### config.mk
export PLATFORM = sky130hd
export DESIGN_NAME = uart_rx_flow
export DESIGN_NICKNAME = d
export VERILOG_FILES = /design/src/rtl/uart_rx_flow_pkg.sv /design/src/rtl/uart_rx_fifo.sv /design/src/rtl/uart_rx_flow.sv
export SDC_FILE = /design/constraint.sdc
export NUM_CORES = 1
export LEC_CHECK = 0
export CAP_MARGIN = 15
export CORE_ASPECT_RATIO = 1.25
export CORE_MARGIN = 2
export CORE_UTILIZATION = 59
export CTS_CLUSTER_SIZE = 10
export DETAILED_ROUTE_END_ITERATION = 8
export PLACE_DENSITY_LB_ADDON = 0.1
export SLEW_MARGIN = 5
export SYNTH_ARGS = -nofsm -noshare
export SYNTH_HDL_FRONTEND = slang
export SYNTH_HIERARCHICAL = 1
export SYNTH_SLANG_ARGS = --single-unit
### constraint.sdc
create_clock -name clk -period 3.3 [get_ports clk]
set_input_delay 0.33 -clock clk [delete_from_list [all_inputs] [get_ports clk]]
set_output_delay 0.33 -clock clk [all_outputs]
set_load 0.05 [all_outputs]
### src/rtl/uart_rx_flow_pkg.sv
// Shared UART definitions: FSM state encoding, oversampling default,
// frame width and the baud divider calculation. Also used by the TX side
// so that both directions derive identical bit timing.
package uart_rx_flow_pkg;

  localparam int OVERSAMPLE_DEF = 16;
  localparam int FRAME_BITS     = 8;

  typedef enum logic [2:0] {
    ST_IDLE  = 3'd0,
    ST_START = 3'd1,
    ST_DATA  = 3'd2,
    ST_STOP  = 3'd3,
    ST_BREAK = 3'd4
  } rx_state_t;

  // Clocks per oversample tick, truncated, never below 1.
  function automatic int calc_div(input int clk_hz, input int baud, input int os);
    int d;
    d = clk_hz / (baud * os);
    return (d < 1) ? 1 : d;
  endfunction

endpackage

### src/rtl/uart_rx_fifo.sv
// First-word-fall-through FIFO with occupancy count.
// Latency: a pushed word is visible on o_data/o_valid the cycle after the push.
// Backpressure: push on full is accepted only with a same-cycle pop; pop on empty is ignored.
// Ports: clk, rst (async, active-high); i_push/i_data write side; i_pop read side;
//        o_data/o_valid head word; o_full; o_count occupancy (0..DEPTH).
module uart_rx_fifo #(
  parameter int DEPTH = 4,
  parameter int WIDTH = 8,
  localparam int AW   = (DEPTH > 1) ? $clog2(DEPTH) : 1
) (
  input  logic             clk,
  input  logic             rst,
  input  logic             i_push,
  input  logic [WIDTH-1:0] i_data,
  input  logic             i_pop,
  output logic [WIDTH-1:0] o_data,
  output logic             o_valid,
  output logic             o_full,
  output logic [AW:0]      o_count
);

  localparam logic [AW:0] FULL_CNT = DEPTH[AW:0];

  logic [WIDTH-1:0] r_mem [DEPTH];
  logic [AW-1:0]    r_wr_ptr;
  logic [AW-1:0]    r_rd_ptr;
  logic [AW:0]      r_count;
  logic             w_empty;
  logic             w_do_push;
  logic             w_do_pop;

  assign w_empty   = (r_count == '0);
  assign o_full    = (r_count == FULL_CNT);
  assign w_do_pop  = i_pop & ~w_empty;
  // A pop frees the slot in the same edge, so a full FIFO can still take a push.
  assign w_do_push = i_push & (~o_full | w_do_pop);

  always_ff @(posedge clk or posedge rst) begin
    if (rst) begin
      r_wr_ptr <= '0;
      r_rd_ptr <= '0;
      r_count  <= '0;
    end else begin
      if (w_do_push) r_wr_ptr <= r_wr_ptr + 1'b1;
      if (w_do_pop)  r_rd_ptr <= r_rd_ptr + 1'b1;
      case ({w_do_push, w_do_pop})
        2'b10:   r_count <= r_count + 1'b1;
        2'b01:   r_count <= r_count - 1'b1;
        default: r_count <= r_count;
      endcase
    end
  end

  always_ff @(posedge clk) begin
    if (w_do_push) r_mem[r_wr_ptr] <= i_data;
  end

  // Head is forced to zero while empty so stale storage never leaks out.
  assign o_data  = w_empty ? '0 : r_mem[r_rd_ptr];
  assign o_valid = ~w_empty;
  assign o_count = r_count;

endmodule

### src/rtl/uart_rx_flow.sv
// 8N1 UART receiver with oversampled start/stop validation, FWFT byte buffer and RTS.
// Latency: 2-cycle rx synchronizer; byte on m_data the cycle after the mid-stop-bit sample.
// Backpressure: m_valid/m_ready stream; rts=1 once buffer holds FIFO_DEPTH-1 bytes, overrun pulses on drop.
// Ports: clk, rst (async, active-high); rx serial in; rts active-low to host;
//        m_data/m_valid/m_ready byte stream; frame_err, overrun one-cycle pulses; rx_busy.
module uart_rx_flow import uart_rx_flow_pkg::*; #(
  parameter int CLK_FREQ_HZ = 200_000_000,
  parameter int BAUD        = 115200,
  parameter int OVERSAMPLE  = OVERSAMPLE_DEF,
  parameter int FIFO_DEPTH  = 4
) (
  input  logic                  clk,
  input  logic                  rst,
  input  logic                  rx,
  output logic                  rts,
  output logic [FRAME_BITS-1:0] m_data,
  output logic                  m_valid,
  input  logic                  m_ready,
  output logic                  frame_err,
  output logic                  overrun,
  output logic                  rx_busy
);

  localparam int DIV = calc_div(CLK_FREQ_HZ, BAUD, OVERSAMPLE);
  localparam int DW  = (DIV > 1) ? $clog2(DIV) : 1;
  localparam int SW  = $clog2(OVERSAMPLE);
  localparam int BW  = $clog2(FRAME_BITS);
  localparam int CW  = $clog2(FIFO_DEPTH) + 1;

  localparam logic [DW-1:0] DIV_LAST  = DW'(DIV - 1);
  localparam logic [SW-1:0] SAMP_MID  = SW'(OVERSAMPLE / 2 - 1);
  localparam logic [SW-1:0] SAMP_LAST = SW'(OVERSAMPLE - 1);
  localparam logic [BW-1:0] BIT_LAST  = BW'(FRAME_BITS - 1);
  localparam logic [CW-1:0] RTS_LEVEL = CW'(FIFO_DEPTH - 1);

  logic [1:0]            r_sync;
  logic [DW-1:0]         r_div_cnt;
  rx_state_t             r_state;
  rx_state_t             w_state_nxt;
  logic [SW-1:0]         r_samp;
  logic [SW-1:0]         w_samp_nxt;
  logic [BW-1:0]         r_bit;
  logic [BW-1:0]         w_bit_nxt;
  logic [FRAME_BITS-1:0] r_shift;
  logic [FRAME_BITS-1:0] w_shift_nxt;
  logic                  r_rts;
  logic                  w_rx;
  logic                  w_tick;
  logic                  w_push;
  logic                  w_pop;
  logic                  w_full;
  logic [CW-1:0]         w_count;

  // Synchronizer idles high so reset never looks like a start bit.
  always_ff @(posedge clk or posedge rst) begin
    if (rst) r_sync <= 2'b11;
    else     r_sync <= {r_sync[0], rx};
  end
  assign w_rx = r_sync[1];

  always_ff @(posedge clk or posedge rst) begin
    if (rst)         r_div_cnt <= '0;
    else if (w_tick) r_div_cnt <= '0;
    else             r_div_cnt <= r_div_cnt + 1'b1;
  end
  assign w_tick = (r_div_cnt == DIV_LAST);

  always_ff @(posedge clk or posedge rst) begin
    if (rst) begin
      r_state <= ST_IDLE;
      r_samp  <= '0;
      r_bit   <= '0;
      r_shift <= '0;
    end else begin
      r_state <= w_state_nxt;
      r_samp  <= w_samp_nxt;
      r_bit   <= w_bit_nxt;
      r_shift <= w_shift_nxt;
    end
  end

  // The sample counter is re-zeroed at mid-start, so every later wrap at
  // SAMP_LAST lands in the middle of a bit.
  always_comb begin
    w_state_nxt = r_state;
    w_samp_nxt  = r_samp;
    w_bit_nxt   = r_bit;
    w_shift_nxt = r_shift;
    w_push      = 1'b0;
    frame_err   = 1'b0;
    case (r_state)
      ST_IDLE: begin
        if (w_tick && !w_rx) begin
          w_state_nxt = ST_START;
          w_samp_nxt  = '0;
        end
      end
      ST_START: begin
        if (w_tick) begin
          if (r_samp == SAMP_MID) begin
            w_samp_nxt = '0;
            w_bit_nxt  = '0;
            // A start bit that is gone by mid-bit was a glitch.
            w_state_nxt = w_rx ? ST_IDLE : ST_DATA;
          end else begin
            w_samp_nxt = r_samp + 1'b1;
          end
        end
      end
      ST_DATA: begin
        if (w_tick) begin
          if (r_samp == SAMP_LAST) begin
            w_samp_nxt  = '0;
            w_shift_nxt = {w_rx, r_shift[FRAME_BITS-1:1]};
            if (r_bit == BIT_LAST) w_state_nxt = ST_STOP;
            else                   w_bit_nxt   = r_bit + 1'b1;
          end else begin
            w_samp_nxt = r_samp + 1'b1;
          end
        end
      end
      ST_STOP: begin
        if (w_tick) begin
          if (r_samp == SAMP_LAST) begin
            w_samp_nxt = '0;
            // Leaving at mid-stop absorbs up to half a bit of baud mismatch.
            if (w_rx) begin
              w_push      = 1'b1;
              w_state_nxt = ST_IDLE;
            end else begin
              frame_err   = 1'b1;
              w_state_nxt = ST_BREAK;
            end
          end else begin
            w_samp_nxt = r_samp + 1'b1;
          end
        end
      end
      ST_BREAK: begin
        // Hold off until the line recovers so a break yields a single error.
        if (w_rx) w_state_nxt = ST_IDLE;
      end
      default: w_state_nxt = ST_IDLE;
    endcase
  end

  assign rx_busy = (r_state != ST_IDLE);
  assign w_pop   = m_valid & m_ready;
  assign overrun = w_push & w_full & ~w_pop;

  uart_rx_fifo #(
    .DEPTH (FIFO_DEPTH),
    .WIDTH (FRAME_BITS)
  ) u_fifo (
    .clk     (clk),
    .rst     (rst),
    .i_push  (w_push),
    .i_data  (r_shift),
    .i_pop   (w_pop),
    .o_data  (m_data),
    .o_valid (m_valid),
    .o_full  (w_full),
    .o_count (w_count)
  );

  // Raised one slot early so a byte already on the wire still fits.
  always_ff @(posedge clk or posedge rst) begin
    if (rst) r_rts <= 1'b1;
    else     r_rts <= (w_count >= RTS_LEVEL);
  end
  assign rts = r_rts;

endmodule
== Word level (Yosys, flattened, before mapping) ==
Memory sizes are Yosys's and may differ from the RTL's.
Index checks and enable logic that the tools add are counted.
Widths: inputs -> output; s select.

* $add $sub $neg: 7
* Bitwise operators: 9
* Order comparisons: 1
* Reduce and logical (&&, ||, !) cells: 13
* Equality and inequality tests: 22
* Multiplexer cells: 37

{| class="wikitable"
|+ Operators with widths
! operator !! number
|-
| $mux 3 || 15
|-
| $mux 4 || 5
|-
| $ne 2x2->1 const B || 10
|-
| $pmux 3 s5 || 1
|-
| $pmux 3 s2 || 2
|-
| $pmux 4 s3 || 1
|-
| $mux 1 || 10
|-
| $eq 3x3->1 const B || 3
|-
| $reduce_and 9->1 || 1
|-
| $mux 8 || 1
|-
| $add 7x1->7 const B || 1
|-
| $eq 7x7->1 const B || 1
|-
| $mux 7 || 1
|-
| $add 3x1->3 const B || 2
|-
| $eq 3x2->1 const B || 2
|-
| $logic_not 3->1 || 2
|-
| $reduce_and 6->1 || 1
|-
| $reduce_bool 3->1 || 2
|-
| $and 1x1->1 || 5
|-
| $add 2x1->2 const B || 2
|-
| $add 4x1->4 const B || 1
|-
| $eq 4x3->1 const B || 1
|-
| $eq 4x4->1 const B || 1
|-
| $reduce_and 4->1 || 1
|-
| other kinds (14) || 17
|}

* Input port bits: 4
* Bits in registers: 35
* Output and inout bits: 13
* Logic and storage cells: 100
* Bits in writable memories: 32
* Memories kept: 1

{| class="wikitable"
|+ Memories
! name !! depth !! bits a word !! rd ports !! clocked after memory_dff !! wr ports !! line !! source
|-
| u_fifo.r_mem || 4 || 8 || 1 || 0 || 1 || uart_rx_fifo.sv:24 || <nowiki>logic [WIDTH-1:0] r_mem [DEPTH];</nowiki>
|}

== Logic depth before layout (Yosys ltp) ==
Gate-level depths: netlist of run 1.

* Depth after elaboration: 8
* Depth in mapped cells: 12
* Depth with buffers taken out: 12

== Cells and area by module ==
Netlist of run 1, hierarchy kept.

{| class="wikitable"
|+ Modules (own cells, without submodules)
! module !! cells an instance !! area each (µm²) !! sequential area each (µm²) !! times used
|-
| uart_rx_fifo || 90 || 1646.6 || 1136.1 || 1
|-
| uart_rx_flow || 120 || 1377.6 || 704.4 || 1
|}

== Worst setup path after synthesis of run 1 ==
No wires, ideal clock.

* Path kind: reg-to-reg
* Start: register u_fifo.r_count[0] (netlist: u_fifo/o_count[0])
* End: register u_fifo.r_count[2] (netlist: u_fifo/o_count[2])
* Data required time: 3.221 ns
* Setup slack: 0.627 ns
* Clock period less this slack: 2.673 ns
* Data arrival time: 2.593 ns
* Buffers on the path: 1
* Setup time: 0.079 ns
* Cell stages (with the launch flop): 12
* Path through: dfrtp_1 or3_2 buf_2 and2_1 o21a_4 inv_1 ha_1 inv_1 fa_1 xor2_1 nor2_1 xor2_1

* Word-level cells in the longest chain between the ends: 8
* Elaborated cells on any way between the ends: 14
* Classes of those cells: add/sub (2); eq/ne (3); mux (1); bitwise (6); reduce/logical (2)

{| class="wikitable"
|+ Ends and longest elaborated chain
! what !! line !! source
|-
| from (decl) || uart_rx_fifo.sv:27 || <nowiki>logic [AW:0] r_count;</nowiki>
|-
| from (signal assigned) || uart_rx_fifo.sv:47 || <nowiki>2'b10: r_count <= r_count + 1'b1;</nowiki>
|-
| from (signal assigned) || uart_rx_fifo.sv:48 || <nowiki>2'b01: r_count <= r_count - 1'b1;</nowiki>
|-
| from (signal assigned) || uart_rx_fifo.sv:49 || <nowiki>default: r_count <= r_count;</nowiki>
|-
| $logic_not 3->1 (*) || uart_rx_fifo.sv:32 || <nowiki>assign w_empty = (r_count == '0);</nowiki>
|-
| $not 1->1 (*) || uart_rx_fifo.sv:60 || <nowiki>assign o_valid = ~w_empty;</nowiki>
|-
| net m_valid || uart_rx_flow.sv:17 || <nowiki>output logic m_valid,</nowiki>
|-
| $and 1x1->1 (*) || uart_rx_flow.sv:148 || <nowiki>assign w_pop = m_valid & m_ready;</nowiki>
|-
| net w_pop || uart_rx_flow.sv:50 || <nowiki>logic w_pop;</nowiki>
|-
| $and 1x1->1 (*) || uart_rx_fifo.sv:34 || <nowiki>assign w_do_pop = i_pop & ~w_empty;</nowiki>
|-
| $or 1x1->1 || uart_rx_fifo.sv:36 || <nowiki>assign w_do_push = i_push & (~o_full | w_do_pop);</nowiki>
|-
| $and 1x1->1 || uart_rx_fifo.sv:36 ||
|-
| $eq 2x1->1 / $eq 2x2->1 (equally long branches) || uart_rx_fifo.sv:46 || <nowiki>case ({w_do_push, w_do_pop})</nowiki>
|-
| $pmux 3 s2 / $reduce_bool 2->1 (equally long branches) || - ||
|}

Mark *: on every way through the listed nets, which the timed path passes. The rest lies on a longest branch.
A chain may end at the register's enable or synchronous reset.

== Final worst setup path of run 1 ==
* Start: register r_div_cnt[0]
* End: output overrun

* Word-level cells in the longest chain between the ends: 5

{| class="wikitable"
|+ Ends and longest elaborated chain
! what !! line !! source
|-
| from (decl) || uart_rx_flow.sv:37 || <nowiki>logic [DW-1:0] r_div_cnt;</nowiki>
|-
| from (signal assigned) || uart_rx_flow.sv:64 || <nowiki>else r_div_cnt <= r_div_cnt + 1'b1;</nowiki>
|-
| $eq 7x7->1 || uart_rx_flow.sv:66 || <nowiki>assign w_tick = (r_div_cnt == DIV_LAST);</nowiki>
|-
| $mux 1 || uart_rx_flow.sv:123 || <nowiki>if (w_tick) begin</nowiki>
|-
| $mux 1 || uart_rx_flow.sv:91 || <nowiki>case (r_state)</nowiki>
|-
| net w_push || uart_rx_flow.sv:49 || <nowiki>logic w_push;</nowiki>
|-
| $and 1x1->1 (2 in a row) || uart_rx_flow.sv:149 || <nowiki>assign overrun = w_push & w_full & ~w_pop;</nowiki>
|-
| to (decl) || uart_rx_flow.sv:20 || <nowiki>output logic overrun,</nowiki>
|}

The timed path passes the listed nets, and every way through them passes these cells.

==> results of run 1 <==
critical path, delay by kind of cell (launching register included):
family | cells | cell delay [ns]
simple gates | 4 | 0.93
buf+inv | 1 | 0.79
flops | 1 | 0.38
fa+ha+maj | 1 | 0.28
state kept, by name, summed over array words and instances (netlist names):
register	cells
r_bit	3
r_div_cnt	7
r_samp	4
r_shift	8
r_state	3
r_sync	2
rts	1
u_fifo/o_count	3
u_fifo/r_mem	32
u_fifo/r_rd_ptr	2
u_fifo/r_wr_ptr	2
cells in the final DEF, fill, tap and decap left out, types with 2 or more instances in the layout:
master            n
ha_1              9
xnor2_1           7
nand2b_1          2
nand3_1           7
dfrtp_1          32
and2_2            4
nand2_1           9
xor2_1            4
clkinv_4          2
nor2_1            9
edfxtp_1         32
mux2_4            2
dfstp_2           3
mux2i_1           3
and2_1           10
o21ai_0           3
o2bb2ai_1         2
inv_6             2
nor2b_1           8
mux4_2            8
a21oi_1           3
bufinv_16         2
a21o_1            2
clkbuf_8          9
or3_1             4
and3_1            4
mux2_2            9
clkdlybuf4s50_1  16
inv_1            11
or3b_1            2
routing by layer:
layer	up-vias	global-route usage	part of all wire
li1	802	-	-
met5	-	0	0
met1	839	0.232	0.38
met3	8	0.0486	0.027
met2	26	0.361	0.58
met4	0	0.0764	0.019
synth_stat cells (2+ instances only):
library cell	number
mux2_4	2
nand2_1	9
a21o_1	2
a21oi_1	3
xor2_1	4
xnor2_1	7
dfrtp_1	32
or3_1	4
and3_1	4
or3b_1	2
o2bb2ai_1	2
nor2b_1	8
dfstp_2	3
nand2b_1	2
mux4_2	8
edfxtp_1	32
o21ai_0	3
buf_2	4
nand3_1	7
mux2i_1	3
inv_1	11
mux2_2	9
and2_2	4
nor2_1	9
and2_1	10
ha_1	9
cell families after synthesis:
group	share of synthesized area
AO/OA/AOI/OAI	0.0356
XOR/XNOR	0.0319
adder cells (fa/ha/maj)	0.0439
buffers and inverters	0.0215
flip-flops	0.609
multiplexers	0.113
AND/OR/NAND/NOR	0.146
final cells by class:
cell class / instances / area share
Timing Repair Buffer: 17 / 0.0538
Clock buffer: 9 / 0.0355
Multi-Input combinational cell: 127 / 0.321
Tap cell: 62 / 0.0222
Inverter: 11 / 0.0118
Clock inverter: 7 / 0.0287
Sequential cell: 67 / 0.527
how the worst max path moves through the flow:
stage,startpoint,endpoint,slack (ns)
after floorplan,u_fifo/o_count[0]$_DFFE_PP0P_,u_fifo/o_count[2]$_DFFE_PP0P_,0.63
after global placement,u_fifo/o_count[0]$_DFFE_PP0P_,u_fifo/o_count[2]$_DFFE_PP0P_,0.70
after detailed placement,u_fifo/o_count[0]$_DFFE_PP0P_,u_fifo/o_count[2]$_DFFE_PP0P_,0.57
after CTS,r_div_cnt[0]$_DFF_PP0_,overrun,0.22
after global routing,r_div_cnt[0]$_DFF_PP0_,overrun,0.12
final,r_div_cnt[0]$_DFF_PP0_,overrun,0.24
stage by stage:
step | hold WS (ns) | power, mW
6_report | 0.241 | 2.00
3_5_place_dp | 0.348 | 1.28
2_1_floorplan | 0.133 | 1.21
3_3_place_gp | 0.348 | 1.26
5_1_grt | 0.289 | 2.09
4_1_cts | 0.243 | 2.02
report_power, final:
group          leakage [nW]  switching (mW)  internal (mW)
registers             0.820          0.0796          0.915
logic                 0.560           0.132          0.130
clock network         0.114           0.312          0.431
==> summary.md, run 1 <==
| Metric | Value |
|---|---|
| Synth top area share | `0.318` |
| Diode count | `0` |
| Number of iterations in the first detailed-routing pass | `4` |
| Max Clock Freq | `327 MHz` |
| Worst-Skew Late Latency | `0.34 ns` |
| Clock Skew | `0.00610 ns` |
| Reg-to-Reg Start | `u_fifo/o_count[0]$_DFFE_PP0P_` |
| Share of cells above drive strength 1 | `0.206` |
| CP startpoint kind | `flop` |
| Largest fanout on the critical path | `8` |
| Vias | `1,675` |
| Mean number of vias per cell | `5.58` |
| First-pass GRT wire length | `8430 um` |
| Post-CTS Setup Bufs | `0` |
| Yosys reg bits | `67` |
| Slew Viols, Final | `0` |
| Setup TNS | `0 ns` |
| Worst VDD drop | `338 uV` |
| Maximum number of pins on one net before global-route repair | `29` |
| Unrepaired setup endpoints after global routing | `false` |
| Clk root buf | `clkbuf_8` |
| Shortest period the worst path allows | `3.06 ns` |
| Final cell area excluding filler cells | `3490 um2` |
| Post-CTS sizing | `0` |
| Total leakage power | `1.49 nW` |
| Crit. End Element | `primary output` |
| Number of hold violations in the final report | `0` |
| Setup Crit Path Kind | `reg2out` |
| Cells on worst reg2reg path | `10` |
| Reg2Reg Setup Slack | `0.57 ns` |
| Worst min path class | `in2async` |
| Post-synth top flop | `edfxtp_1` |
| Die width | `68.0 um` |
| Cell Area, Placed | `3240 um2` |
| Arr. time, crit path | `2.73 ns` |
| Sequential share of the synthesized area | `0.609` |
| Routed length per instance | `16.6 um` |
| Htree depth | `3` |
| Required @ worst endpoint | `2.97 ns` |
| Worst stage delay on the critical path | `0.79 ns` |
| Multi-input logic area | `1120 um2` |
| Synth area leader | `edfxtp_1` |
| Longest Clk Path Bufs | `2` |
| Die Ht | `84.0 um` |
| Worst rel slew slack | `0.613` |
| Total clock sinks | `67` |
| Synth Cell Area | `3020 um2` |
| Final HPWL from detailed placement | `3570 um` |
| Area contributors post-synth | `edfxtp_1, dfrtp_1, mux4_2` |
| GRT Resource Usage Total | `0.205` |
| Register Area | `1840 um2` |
| Count of input and output buffers | `16` |
| Worst r2r dst | `u_fifo/o_count[2]$_DFFE_PP0P_` |
| Antenna violations before repair | `0` |
| Number of DRC markers in iteration 0 | `88` |
| Cells along the critical path | `ha_1 > nand3_4 > nor3_4 > and3_1 > and3b_1 > clkdlybuf4s50_1` |
| Distinct cells, synth | `43` |
| Final wirelength | `4990 um` |
| Placed cell count | `283` |
| DR DRC count | `0` |
| Syn-to-layout area delta | `15.4%` |
| Final antenna-violating net count | `0` |
| Core Region | `5010 um2` |
| EDFF count, synth | `32` |
| Slowest-stage cell, CP | `clkdlybuf4s50_1` |
| Final Instance Count excl. Fillers | `300` |
| Setup-failing EPs final | `0` |
| PD cells | `573 nW/um2` |
| Synth Instances | `210` |
| Pre-CTS setup slack | `0.567 ns` |
| Cts bufs inserted | `9` |
| Site Rows | `29` |
| Worst-Margin Slew | `0.581 ns` |
| Worst setup margin | `0.245 ns` |
| Ys async rst share | `0.522` |
| GP Congestion | `0.850` |
| Initial Utilization | `0.604` |
| Fin nets | `247` |
| CTS tree | `built` |
| Synth Warn # | `6` |
| Die area | `5720 um2` |
| Net count after synthesis | `224` |
| GRT overflow | `0` |
| Clk slew on worst S/H paths | `0.07 ns` |
| Boundary Pins | `17` |
| Post-layout util | `0.697` |
| Maxcap violations | `0` |
| Fin crit share | `0.926` |
| Outcome | `finished, final reports clean` |
| Fillers | `334` |
| Cts hold-fix bufs | `0` |
| Synthesized area per cell | `14.4 um2` |
| Vias in the first global route | `1,764` |
(Power assumes the default switching activity.)
==> run 2, diff against run 1 <==
--- a/config.mk
+++ b/config.mk
@@ -11,7 +11,7 @@
 export CORE_UTILIZATION = 59
 export CTS_CLUSTER_SIZE = 10
 export DETAILED_ROUTE_END_ITERATION = 8
-export PLACE_DENSITY_LB_ADDON = 0.1
+export PLACE_DENSITY = 0.79
 export SLEW_MARGIN = 5
 export SYNTH_ARGS = -nofsm -noshare
 export SYNTH_HDL_FRONTEND = slang
==> summary.md, run 2 (synthesis gave the netlist of run 1 again) <==
| Metric | Value |
|---|---|
| Outcome | `finished, final reports clean` |
| Worst VDD drop | `370 uV` |
| Antenna violations before repair | `0` |
| Setup Crit Path Kind | `reg2out` |
| Shortest period the worst path allows | `2.98 ns` |
| Core Region | `5010 um2` |
| Final antenna-violating net count | `0` |
| GRT overflow | `0` |
| Total leakage power | `1.48 nW` |
| Fin nets | `248` |
| PD cells | `548 nW/um2` |
| Fin crit share | `0.904` |
| Clk slew on worst S/H paths | `0.07 ns` |
| Initial Utilization | `0.604` |
| Worst-Skew Late Latency | `0.33 ns` |
| Reg2Reg Setup Slack | `0.61 ns` |
| Worst stage delay on the critical path | `0.79 ns` |
| Number of DRC markers in iteration 0 | `110` |
| Largest regs | `u_fifo/r_mem x32, r_shift x8, r_div_cnt x7` |
| Commonest cells after routing, fill and taps aside | `dfrtp_1, edfxtp_1, clkdlybuf4s50_1` |
| Crit. Startpoint | `u_fifo/o_count[0]$_DFFE_PP0P_` |
| Setup-failing EPs final | `0` |
| Die area | `5720 um2` |
| Max reg flops | `32` |
| Count of input and output buffers | `16` |
| Maxcap violations | `0` |
| Htree depth | `3` |
| Final wirelength | `4800 um` |
| Slew Viols, Final | `0` |
| Number of hold violations in the final report | `0` |
| Site Rows | `29` |
| Cells along the critical path | `or3_2 > and2_1 > and3b_1 > clkdlybuf4s50_1` |
| Required @ worst endpoint | `2.97 ns` |
| Mean number of vias per cell | `5.57` |
| Crit. End Element | `primary output` |
| Share of cells above drive strength 1 | `0.205` |
| Die Ht | `84.0 um` |
| Arr. time, crit path | `2.65 ns` |
| Hold_ws | `0.253 ns` |
| Clk root buf | `clkbuf_8` |
| Cts hold-fix bufs | `0` |
| Total clock sinks | `67` |
| Vias | `1,678` |
| DR DRC count | `0` |
| Routed length per instance | `15.9 um` |
| Largest fanout on the critical path | `12` |
| Post-CTS Setup Bufs | `0` |
| Worst-Margin Slew | `0.587 ns` |
| Worst rel slew slack | `0.608` |
| GP Congestion | `0.793` |
| CTS tree | `built` |
| Die width | `68.0 um` |
| First-pass GRT wire length | `8290 um` |
| Slowest-stage cell, CP | `clkdlybuf4s50_1` |
| Post-CTS sizing | `0` |
| Maximum number of pins on one net before global-route repair | `29` |
| Vias in the first global route | `1,784` |
| Cells on worst reg2reg path | `10` |
| Longest Clk Path Bufs | `2` |
| Reg-to-Reg Start | `u_fifo/o_count[0]$_DFFE_PP0P_` |
| Unrepaired setup endpoints after global routing | `false` |
| Syn-to-layout area delta | `14.6%` |
| Clock Skew | `0.00431 ns` |
| Biggest register | `u_fifo/r_mem` |
| GRT Resource Usage Total | `0.201` |
| CP startpoint kind | `flop` |
| Post-layout util | `0.692` |
| Worst min path class | `in2async` |
| Diode count | `0` |
| Boundary Pins | `17` |
| Max Clock Freq | `335 MHz` |
| Number of iterations in the first detailed-routing pass | `4` |
| Final cell area excluding filler cells | `3470 um2` |
| Cell Area, Placed | `3250 um2` |
| Setup TNS | `0 ns` |
| Final HPWL from detailed placement | `3330 um` |
| Cts bufs inserted | `9` |
==> run 2: stage by stage <==
stage	cells	setup WS (ns)	power (mW)
floorplan	210	0.627	1.21
global placement	284	0.699	1.27
detailed placement	284	0.597	1.28
CTS	300	0.274	1.93
global route	301	0.203	2.00
finish	301	0.318	1.90
==> run 2: routing by layer <==
metal	vias to the layer above	track usage	wire length, um
met1	835	0.254	2000
met3	11	0.0499	132
met2	28	0.323	2570
met5	-	0	0
li1	804	-	-
met4	0	0.0891	96
==> run 2: where the power goes <==
| group | total, mW | switching, mW | internal (mW) |
|---|---|---|---|
| Combinational | 0.259 | 0.131 | 0.128 |
| Clock | 0.643 | 0.298 | 0.345 |
| Sequential | 0.997 | 0.0823 | 0.915 |
==> run 2: worst paths after layout <==
path                                                  end
setup reg to reg            u_fifo/o_count[2]$_DFFE_PP0P_
hold / removal             u_fifo/r_wr_ptr[1]$_DFFE_PP0P_
hold reg to reg                       r_sync[1]$_DFF_PP1_
max in group asynchronous             r_sync[1]$_DFF_PP1_
setup / recovery                                  overrun
min in group clk                      r_sync[1]$_DFF_PP1_
==> run 2: layout make-up <==
type | count | area [um2]
Clock buffer | 9 | 124
Inverter | 11 | 41.3
Fill cell | 369 | 1540
Multi-Input combinational cell | 127 | 1120
Tap cell | 62 | 77.6
Sequential cell | 67 | 1840
Clock inverter | 7 | 68.8
Timing Repair Buffer | 18 | 195
==> run 2: worst max-delay path, delay by kind of cell (launching register included) <==
family | cells | cell delay, ns
simple gates | 3 | 1.10
buf+inv | 1 | 0.79
flops | 1 | 0.42
